## src/rtl/fetch_stage_pkg.sv

```systemverilog
// Shared pipeline definitions for the fetch stage and its neighbours.
// Holds the NOP encoding, default reset PC and IF/ID bundle layout.
package fetch_stage_pkg;

    localparam logic [31:0] NOP_INSTR    = 32'h0000_0000;
    localparam logic [31:0] DEF_RESET_PC = 32'h0000_0000;
    localparam int          IF_ID_INSTR_W = 32;
    localparam int          IF_ID_PC_W    = 32;

    typedef struct packed {
        logic [IF_ID_INSTR_W-1:0] instr;
        logic [IF_ID_PC_W-1:0]    pc4;
        logic                     valid;
    } if_id_t;

    localparam if_id_t IF_ID_BUBBLE = '{
        instr: NOP_INSTR,
        pc4:   '0,
        valid: 1'b0
    };

    // Fetch addresses are always word aligned.
    function automatic logic [31:0] align_word(input logic [31:0] a);
        return a & ~32'h3;
    endfunction

endpackage

```

## src/rtl/fetch_stage_sat_counter.sv

```systemverilog
// Saturating event counter: counts enabled cycles, sticks at all-ones.
// Ports: clk, reset (sync, high), en (count this edge), count (value).
module fetch_stage_sat_counter #(
    parameter int W = 16
) (
    input  logic         clk,
    input  logic         reset,
    input  logic         en,
    output logic [W-1:0] count
);

    localparam logic [W-1:0] ONE = W'(1);

    always_ff @(posedge clk) begin
        if (reset)
            count <= '0;
        else if (en && (count != '1))
            count <= count + ONE;
    end

endmodule

```

## src/rtl/fetch_stage.sv

```systemverilog
// Instruction-fetch stage: PC register, next-PC mux and IF/ID register.
// Ports: clk/reset, stall, redirect_valid/target in; imem_addr out,
// imem_data in; pc, if_id_{instr,pc4,valid}, fetch/flush counts out.
module fetch_stage
    import fetch_stage_pkg::*;
#(
    parameter logic [31:0] RESET_PC = DEF_RESET_PC,
    parameter int          IMEM_AW  = 10,
    parameter int          CNT_W    = 16
) (
    input  logic               clk,
    input  logic               reset,
    input  logic               stall,
    input  logic               redirect_valid,
    input  logic [31:0]        redirect_target,
    output logic [IMEM_AW-1:0] imem_addr,
    input  logic [31:0]        imem_data,
    output logic [31:0]        pc,
    output logic [31:0]        if_id_instr,
    output logic [31:0]        if_id_pc4,
    output logic               if_id_valid,
    output logic [CNT_W-1:0]   fetch_count,
    output logic [CNT_W-1:0]   flush_count
);

    if_id_t      if_id_q;
    logic [31:0] pc_plus4;
    logic        fetch_en;

    assign pc_plus4  = pc + 32'd4;
    assign imem_addr = pc[IMEM_AW+1:2];

    // Redirect beats stall so a wrong-path word never survives in ID.
    assign fetch_en = ~redirect_valid & ~stall;

    always_ff @(posedge clk) begin
        if (reset) begin
            pc      <= RESET_PC;
            if_id_q <= IF_ID_BUBBLE;
        end else if (redirect_valid) begin
            pc      <= align_word(redirect_target);
            if_id_q <= IF_ID_BUBBLE;
        end else if (!stall) begin
            pc            <= pc_plus4;
            if_id_q.instr <= imem_data;
            if_id_q.pc4   <= pc_plus4;
            if_id_q.valid <= 1'b1;
        end
    end

    assign if_id_instr = if_id_q.instr;
    assign if_id_pc4   = if_id_q.pc4;
    assign if_id_valid = if_id_q.valid;

    fetch_stage_sat_counter #(.W(CNT_W)) u_fetch_cnt (
        .clk   (clk),
        .reset (reset),
        .en    (fetch_en),
        .count (fetch_count)
    );

    fetch_stage_sat_counter #(.W(CNT_W)) u_flush_cnt (
        .clk   (clk),
        .reset (reset),
        .en    (redirect_valid),
        .count (flush_count)
    );

endmodule

```

## config.mk

```make
export PLATFORM = sky130hd
export DESIGN_NAME = fetch_stage
export DESIGN_NICKNAME = d
export VERILOG_FILES = /design/src/rtl/fetch_stage_pkg.sv /design/src/rtl/fetch_stage_sat_counter.sv /design/src/rtl/fetch_stage.sv
export SDC_FILE = /design/constraint.sdc
export NUM_CORES = 1
export LEC_CHECK = 0
export BUFFER_PORTS_ARGS = -buffer_cell sky130_fd_sc_hd__buf_2
export CORE_AREA = 4 4 131 133
export DETAILED_ROUTE_END_ITERATION = 8
export DIE_AREA = 0 0 135 137
export PLACE_DENSITY = 0.66
export SLEW_MARGIN = 30
export SYNTH_ARGS = -nofsm -noshare
export SYNTH_HDL_FRONTEND = slang
export SYNTH_SLANG_ARGS = --single-unit
```

## constraint.sdc

```tcl
create_clock -name clk -period 1.9 [get_ports clk]
set_input_delay 0.475 -clock clk [delete_from_list [all_inputs] [get_ports clk]]
set_output_delay 0.475 -clock clk [all_outputs]
set_load 0.02 [all_outputs]
```

# Word level (Yosys, flattened, before mapping)
# Cells that the tools add are included.
[word_totals]
reg_bits = 129
in_bits = 68
out_inout_bits = 139
word_cells = 21
[op_classes]
n_addsub = 3
n_eq_ne = 3
muxes = 2
n_bitwise = 3
reduce_logical = 3
[op_table]
columns = ["op", "count"]
rows = [
  ["$mux W32", 2],
  ["$add A16 B1 Y16 const B", 2],
  ["$add A32 B3 Y32 const B", 1],
  ["$ne A16 B16 Y1 const B", 2],
  ["$logic_and A1 B1 Y1", 2],
  ["$ne A2 B1 Y1 const B", 1],
  ["$not A1 Y1", 2],
  ["$reduce_or A2 Y1", 1],
  ["$and A1 B1 Y1", 1],
]

# Longest topological paths before layout
# Gate-level depths: netlist of the first run.
[depth]
word_depth = 3
ltp_mapped = 8

# Cells and area by module
# From an unflattened synthesis of the first run, not the netlist that was laid out.
[hier_totals]
hier_cells = 702
hier_area_um2 = 6119.6
[by_module_without_submodules]
columns = ["module", "n_inst", "cells_per_inst", "area_per_inst_um2"]
rows = [
  ["fetch_stage", 1, 504, 4423.0],
  ["fetch_stage_sat_counter", 2, 99, 848.3],
]

# Worst setup path after synthesis of the first run
# OpenSTA, ideal clock, no wires.
[synth_timing]
path_type = "reg-to-reg"
start = "register pc[2]"
end = "register pc[30]"
arrival_ns = 1.888
required_time_ns = 1.785
setup_slack_ns = -0.103
path_stages_with_launch = 8
path_buffers = 1
period_less_slack_ns = 2.003
cell_sequence = "dfxtp_1 -> ha_1 -> nand4b_2 -> or2_1 -> buf_2 -> nor4_2 -> xor2_1 -> o21a_1"
[synth_via]
elab_chain_len = 3
[synth_lines]
columns = ["item", "line_no", "source"]
rows = [
  ["from (decl)", "fetch_stage.sv:18", "output logic [31:0] pc,"],
  ["from (signal assigned)", "fetch_stage.sv:41", "pc <= align_word(redirect_target);"],
  ["from (signal assigned)", "fetch_stage.sv:44", "pc <= pc_plus4;"],
  ["$add A32 B3 Y32", "fetch_stage.sv:30", "assign pc_plus4 = pc + 32'd4;"],
  ["$mux W32", "fetch_stage.sv:43", "end else if (!stall) begin"],
  ["$mux W32", "fetch_stage.sv:40", "end else if (redirect_valid) begin"],
]
# Every way passes these cells. The select of a mux whose other input is x is not followed.
# A chain may end at the register's enable or synchronous reset.

# Worst setup path in the final report of the first run
[layout_timing]
start = "register pc[2]"
end = "register pc[24]"
# The elaborated chain is that of the path after synthesis.

==> reports/results.tsv, run 1 <==
metric	value	unit
clock-sinks	125	
critPathLaunchType	register	
rsz0062_at_grt	false	
antenna_found_initial	3	
slew_headroom	51.91	%
yosys-top-cells-area	dfxtp_1, mux2i_1, nor2_1	
p_total	6.801	mW
worst-r2r-cell-count	7	
ys_types	49	
yosysSeqAreaShare	41.03	%
core	0.01583	mm²
grt_pass1_wl	26010	µm
vias	5503	
layout_commonest_cell	buf_2	
drc	0	
dp_cells	1116	
maxCapViolCount	0	
place_congestion	0.8269	
cp-end-kind	register	
stdcell_count	1149	
ant_nets	0	
async_reset_ff_share	0	%
post-route-period-util	93.77	%
syn_area_per_cell	8.662	µm²
drv_slew	0	
fillers	1517	
clk_latency	410	ps
yosysTopAreaCell	dfxtp_1	
grt_max_degree	63	
power_density	838.5	mW/mm²
start_util	38.53	%
rr_endpoint	pc[24]	
mappedNetlistArea	0.006098	mm²
wl_per_cell	14.56	µm
criticalPathCategory	reg -> reg	
max_freq	561.3	MHz
leakage	3.721	nW
num-nets-final	990	
min_path_cells	3	
synth_top_area_share	41.03	%
cts_buffers	17	
path_clk_slew	60	ps
port_buffers	200	
ff2ff_setup_slack	120	ps
cp_data_arrival_time	2110	ps
area_growth	33.01	%
h-tree-depth	4	
io-pin-count	207	
cp_data_required_time	2220	ps
skew	8.341	ps
final-hold-violation-count	0	
cts_tree	yes	
ir_drop	0.5894	mV
synthCells	704	
first_pass_iters	5	
cts-root-buf	clkbuf_16	
dieArea	0.01850	mm²
fin_crit	1782	ps
setup_viol	0	
rows	46	
worstMarginPinSlew	721.3	ps
ys_warn_count	0	
drt-initial-drc-count	197	
die_h	137	µm
wl	16730	µm
grt_use_total	17.69	%
routed_via_density	4.789	
min_from	redirect_target[2]	
mostFrequentLayoutCells	buf_2, dfxtp_1, nor2_1	
fp.dieW	135	µm
grt_pass1_vias	5163	
hpwl	12450	µm
path_max_fanout	4	
grt_overflow	0	
synth_seq_cells	125	
hp-class	in -> reg	
hold_path_end	pc[2]	
synth_edf_count	0	
reg2reg_from	pc[2]	
cts_buffer_depth	2	
status	complete, no violations	
ys.flop_type	dfxtp_1	
post-cts-setup-buffers	0	
holdWs	299.6	ps
drive_above_1_share	33.48	%
-- cell families after synthesis --
| group | count (synthesis) | share of synthesized area, % |
|---|---|---|
| AO/OA/AOI/OAI | 91 | 9.376 |
| XOR/XNOR | 74 | 10.63 |
| adder cells (fa/ha/maj) | 3 | 0.6156 |
| buffers and inverters | 89 | 6.812 |
| flip-flops | 125 | 41.03 |
| multiplexers | 46 | 7.550 |
| other | 1 | 0.06149 |
| AND/OR/NAND/NOR | 275 | 23.92 |
-- synth_stat cells, drive strengths merged, types with 2 or more instances --
master and n:
dfxtp 125, nor2 111, mux2i 46, nor3 39, a21oi 38, xor2 38, xnor2 36, buf 35
inv 29, nand2 29, clkbuf 25, o21a 24, nand3 23, nand4 17, nor4 12, o21ai 11
a211oi 10, and4 9, nor2b 8, and3 5, or2 5, or3 5, ha 3, nand2b 3
nor4b 3, o211ai 3, a311oi 2, a31oi 2, and2 2
-- metal layers --
metal  share of wire [%]  track usage, %
met3                 8.8           6.654
met2                  45           28.13
met1                  44           21.71
met5                0.14               0
met4                 2.1           7.111
-- critical path, cell delays in order (launching register included) --
cell and delay [ps]:
dfxtp_2 330, ha_1 260, nand4b_2 150, or2_1 300
buf_4 190, nor3_2 170, xnor2_1 90, a211oi_1 220
-- timing repair --
action | in CTS | in global routing
gates resized for setup | 0 | 4
hold buffers | 0 | 0
endpoints found under the setup margin | 0 | 4
-- stage by stage --
step	TNS [ps]	setup slack (ps)	instance area, µm²	util, %
finish	0	118.4	8112	51.25
global route	0	10.16	8109	51.23
CTS	0	96.26	8100	51.18
detailed placement	-11.46	-11.46	7503	47.41
global placement	0	54.50	7503	47.41
floorplan	0	14.77	6113	-
-- registers in the layout, summed over array words and instances (netlist names) --
signal             flops
if_id_valid            1
u_flush_cnt.count     16
u_fetch_cnt.count     16
if_id_instr           32
pc                    30
if_id_pc4             30
-- worst max-delay path by stage --
stage                     to  cells past startpoint  startpoint
2_1_floorplan         pc[31]                      6       pc[7]
3_3_place_gp          pc[27]                      7       stall
3_5_place_dp          pc[27]                      7       stall
4_1_cts        if_id_pc4[20]                      6       pc[9]
5_1_grt               pc[24]                      7       pc[2]
6_report              pc[24]                      7       pc[2]
-- area by class of cell --
cell class | count | area, µm² | share of cell area, %
diodes | 1 | 2.502 | 0.03085
well taps | 216 | 270.3 | 3.332
inverters | 29 | 108.9 | 1.342
clock buffers | 22 | 484.2 | 5.969
flip-flops and latches | 125 | 2507 | 30.91
multi-input cells | 493 | 3199 | 39.44
repair buffers | 253 | 1426 | 17.58
clock inverters | 10 | 112.6 | 1.388
-- power breakdown --
| group | leakage (nW) | total, mW | switching (mW) | internal [mW] |
|---|---|---|---|---|
| combinational | 2.42 | 0.785 | 0.466 | 0.319 |
| sequential | 1.02 | 2.79 | 0.0712 | 2.72 |
| clock | 0.280 | 3.23 | 1.17 | 2.06 |
| total | 3.72 | 6.80 | 1.70 | 5.10 |
No activity file was read; power rests on OpenSTA's default activity.
==> inputs of run 2 (changes only) <==
--- a/config.mk
+++ b/config.mk
@@ -6,10 +6,12 @@
 export NUM_CORES = 1
 export LEC_CHECK = 0
 export BUFFER_PORTS_ARGS = -buffer_cell sky130_fd_sc_hd__buf_2
-export CORE_AREA = 4 4 131 133
+export CELL_PAD_IN_SITES_DETAIL_PLACEMENT = 0
+export CELL_PAD_IN_SITES_GLOBAL_PLACEMENT = 1
+export CORE_AREA = 4 4 141 143
 export DETAILED_ROUTE_END_ITERATION = 8
-export DIE_AREA = 0 0 135 137
-export PLACE_DENSITY = 0.66
+export DIE_AREA = 0 0 145 147
+export PLACE_DENSITY_LB_ADDON = 0.1
 export SLEW_MARGIN = 30
 export SYNTH_ARGS = -nofsm -noshare
 export SYNTH_HDL_FRONTEND = slang
==> run 2 against run 1 <==
- worst hold slack improved by 2.0 ps
- design area grew 1.8%
- maximum frequency grew 2.3%
- clock skew is 0.56 ps lower
- clock-buffer cell count down 4
- clock power up 8.4%
- routed wire length grew 5.0%
- critical path type unchanged
==> reports/results.tsv, run 2 (same netlist as run 1, synthesis figures left out) <==
metric	value	unit	change
status	complete, no violations		unchanged
cpMaxStageDelayCell	dfxtp_2		unchanged
clock-sinks	125		unchanged
power_density	858.3	mW/mm²	was 838.5 mW/mm²
p_int	5.277	mW	was 5.098 mW
fp.dieW	145	µm	was 135 µm
final_util	44.46	%	was 51.25%
place_congestion	0.8243		was 0.8269
num-nets-final	998		was 990
drt-initial-drc-count	222		was 197
grt_use_total	16.65	%	was 17.69%
critPathLaunchType	register		unchanged
dpl_cell_area	0.007611	mm²	was 0.007503 mm²
routed_via_density	4.705		was 4.789
finalSetupTns	0	ps	unchanged
cp_data_required_time	2170	ps	was 2220 ps
cts_hold_buf	0		unchanged
hpwl	13320	µm	was 12450 µm
ir_drop	0.5886	mV	was 0.5894 mV
h-tree-depth	4		unchanged
wl	17560	µm	was 16730 µm
wl_per_cell	14.95	µm	was 14.56 µm
skew	7.777	ps	was 8.341 ps
cp-end-kind	register		unchanged
p_comb_share	11.4	%	was 11.5%
grt_overflow	0		unchanged
max_freq	574.5	MHz	was 561.3 MHz
drv_slew	0		unchanged
p_switching	1.812	mW	was 1.704 mW
io-pin-count	207		unchanged
holdWs	301.5	ps	was 299.6 ps
die_h	147	µm	was 137 µm
cts_buffer_depth	2		unchanged
grt_max_degree	63		unchanged
core	0.01858	mm²	was 0.01583 mm²
area_growth	35.45	%	was 33.01%
cts-root-buf	clkbuf_16		unchanged
path_max_fanout	6		was 4
vias	5524		was 5503
final-hold-violation-count	0		unchanged
p_total	7.090	mW	was 6.801 mW
mostFrequentLayoutCells	buf_2, dfxtp_1, nor2_1		unchanged
antenna_found_initial	1		was 3
maxCapViolCount	0		unchanged
path_clk_slew	60	ps	about the same
first_pass_iters	4		was 5
start_util	32.82	%	was 38.53%
largest_reg_flops	32		unchanged
critical_path.max_stage_delay	360	ps	was 330 ps
worstMarginPinSlew	709.6	ps	was 721.3 ps
cts_tree	yes		unchanged
rows	50		was 46
slew_headroom	52.70	%	was 51.91%
worstPathCellList	buf_4 > and4_1 > nand2_1 > buf_4 > o21a_1 > nor3_1 > nor3_1		was ha_1 > nand4b_2 > or2_1 > buf_4 > nor3_2 > xnor2_1 > a211oi_1
setup_viol	0		unchanged
ant_nets	0		unchanged
drc	0		unchanged
clk_latency	410	ps	about the same
port_buffers	200		unchanged
dieArea	0.02132	mm²	was 0.01850 mm²
diodes	0		was 1
cts_buffers	17		unchanged
grt_pass1_vias	5664		was 5163
layout_commonest_cell	buf_2		unchanged
drive_above_1_share	34.04	%	was 33.48%
switching_share	25.56	%	was 25.05%
criticalPathCategory	reg -> reg		unchanged
postLayoutCellArea	0.008260	mm²	was 0.008112 mm²
p_clk_share	49.4	%	was 47.5%
post-route-period-util	91.62	%	was 93.77%
leakage	3.801	nW	was 3.721 nW
cp_data_arrival_time	2010	ps	was 2110 ps
hp-class	in -> reg		unchanged
fin_crit	1741	ps	was 1782 ps
grt_pass1_wl	29120	µm	was 26010 µm
rsz0062_at_grt	false		unchanged
share_seq_of_total_power	39.2	%	was 41.0%
[run 2: cell count changes in the layout (fill, tap and decap cells not counted), moves of 2 or more]
cell and change:
clkbuf_8 -4, or2_1 -2, or2_4 +2, buf_12 +2, inv_6 +5, clkinv_2 -3, clkinv_4 +2, buf_4 +6
bufinv_16 +2, clkinvlp_4 -3
[run 2: worst paths after layout]
kind	from	end	slack [ps]	cells after the start
setup / recovery	pc[3]	if_id_pc4[19]	160	7
hold / removal	imem_data[19]	if_id_instr[19]	300	3
setup reg to reg	pc[3]	if_id_pc4[19]	160	7
hold reg to reg	if_id_valid	if_id_valid	450	2
[run 2: per-layer routing]
layer | share of wire [%] | wire (µm) | vias to the layer above | global-route usage [%]
met1 | 46 | 8079 | 2494 | 20.56
met4 | 2.0 | 350 | 2 | 6.223
met3 | 5.8 | 1012 | 26 | 4.874
met2 | 46 | 8101 | 165 | 27.68
li1 | - | - | 2837 | -
met5 | 0.068 | 12 | - | 0
[run 2: timing repair]
action                     4_1_cts  5_1_grt
gates resized for setup          0        4
hold endpoints to repair         0        0
setup endpoints to repair        0       11
setup buffers                    0        0
[run 2: per-stage QoR]
stage / cells / setup slack (ps)
global placement: 1142 / -18.26
floorplan: 707 / 14.77
global route: 1174 / 1.283
CTS: 1174 / 58.88
detailed placement: 1142 / -36.29
finish: 1174 / 159.2
[run 2: cell type report]
class                           count  area, µm²
Fill cell                        1890      10320
Multi-Input combinational cell    493       3204
Sequential cell                   125       2506
Timing Repair Buffer              261       1511
Clock buffer                       18      429.2
Tap cell                          234      292.8
Clock inverter                     14      207.7
Inverter                           29      108.9
[run 2: worst max-delay path: cells and delay by family, from the launching register on]
kind | cells | cell delay [ps]
AO/OA/AOI/OAI | 1 | 170
buffers and inverters | 2 | 360
flip-flops | 1 | 360
AND/OR/NAND/NOR | 4 | 700
[run 2: power by group through the flow]
stage | clock network, mW | registers (mW) | logic, mW
CTS | 3.60 | 2.78 | 0.822
finish | 3.50 | 2.78 | 0.811
global route | 3.71 | 2.79 | 0.888
floorplan | 0 | 2.96 | 0.370
global placement | 0 | 2.83 | 0.812
detailed placement | 0 | 2.84 | 0.818
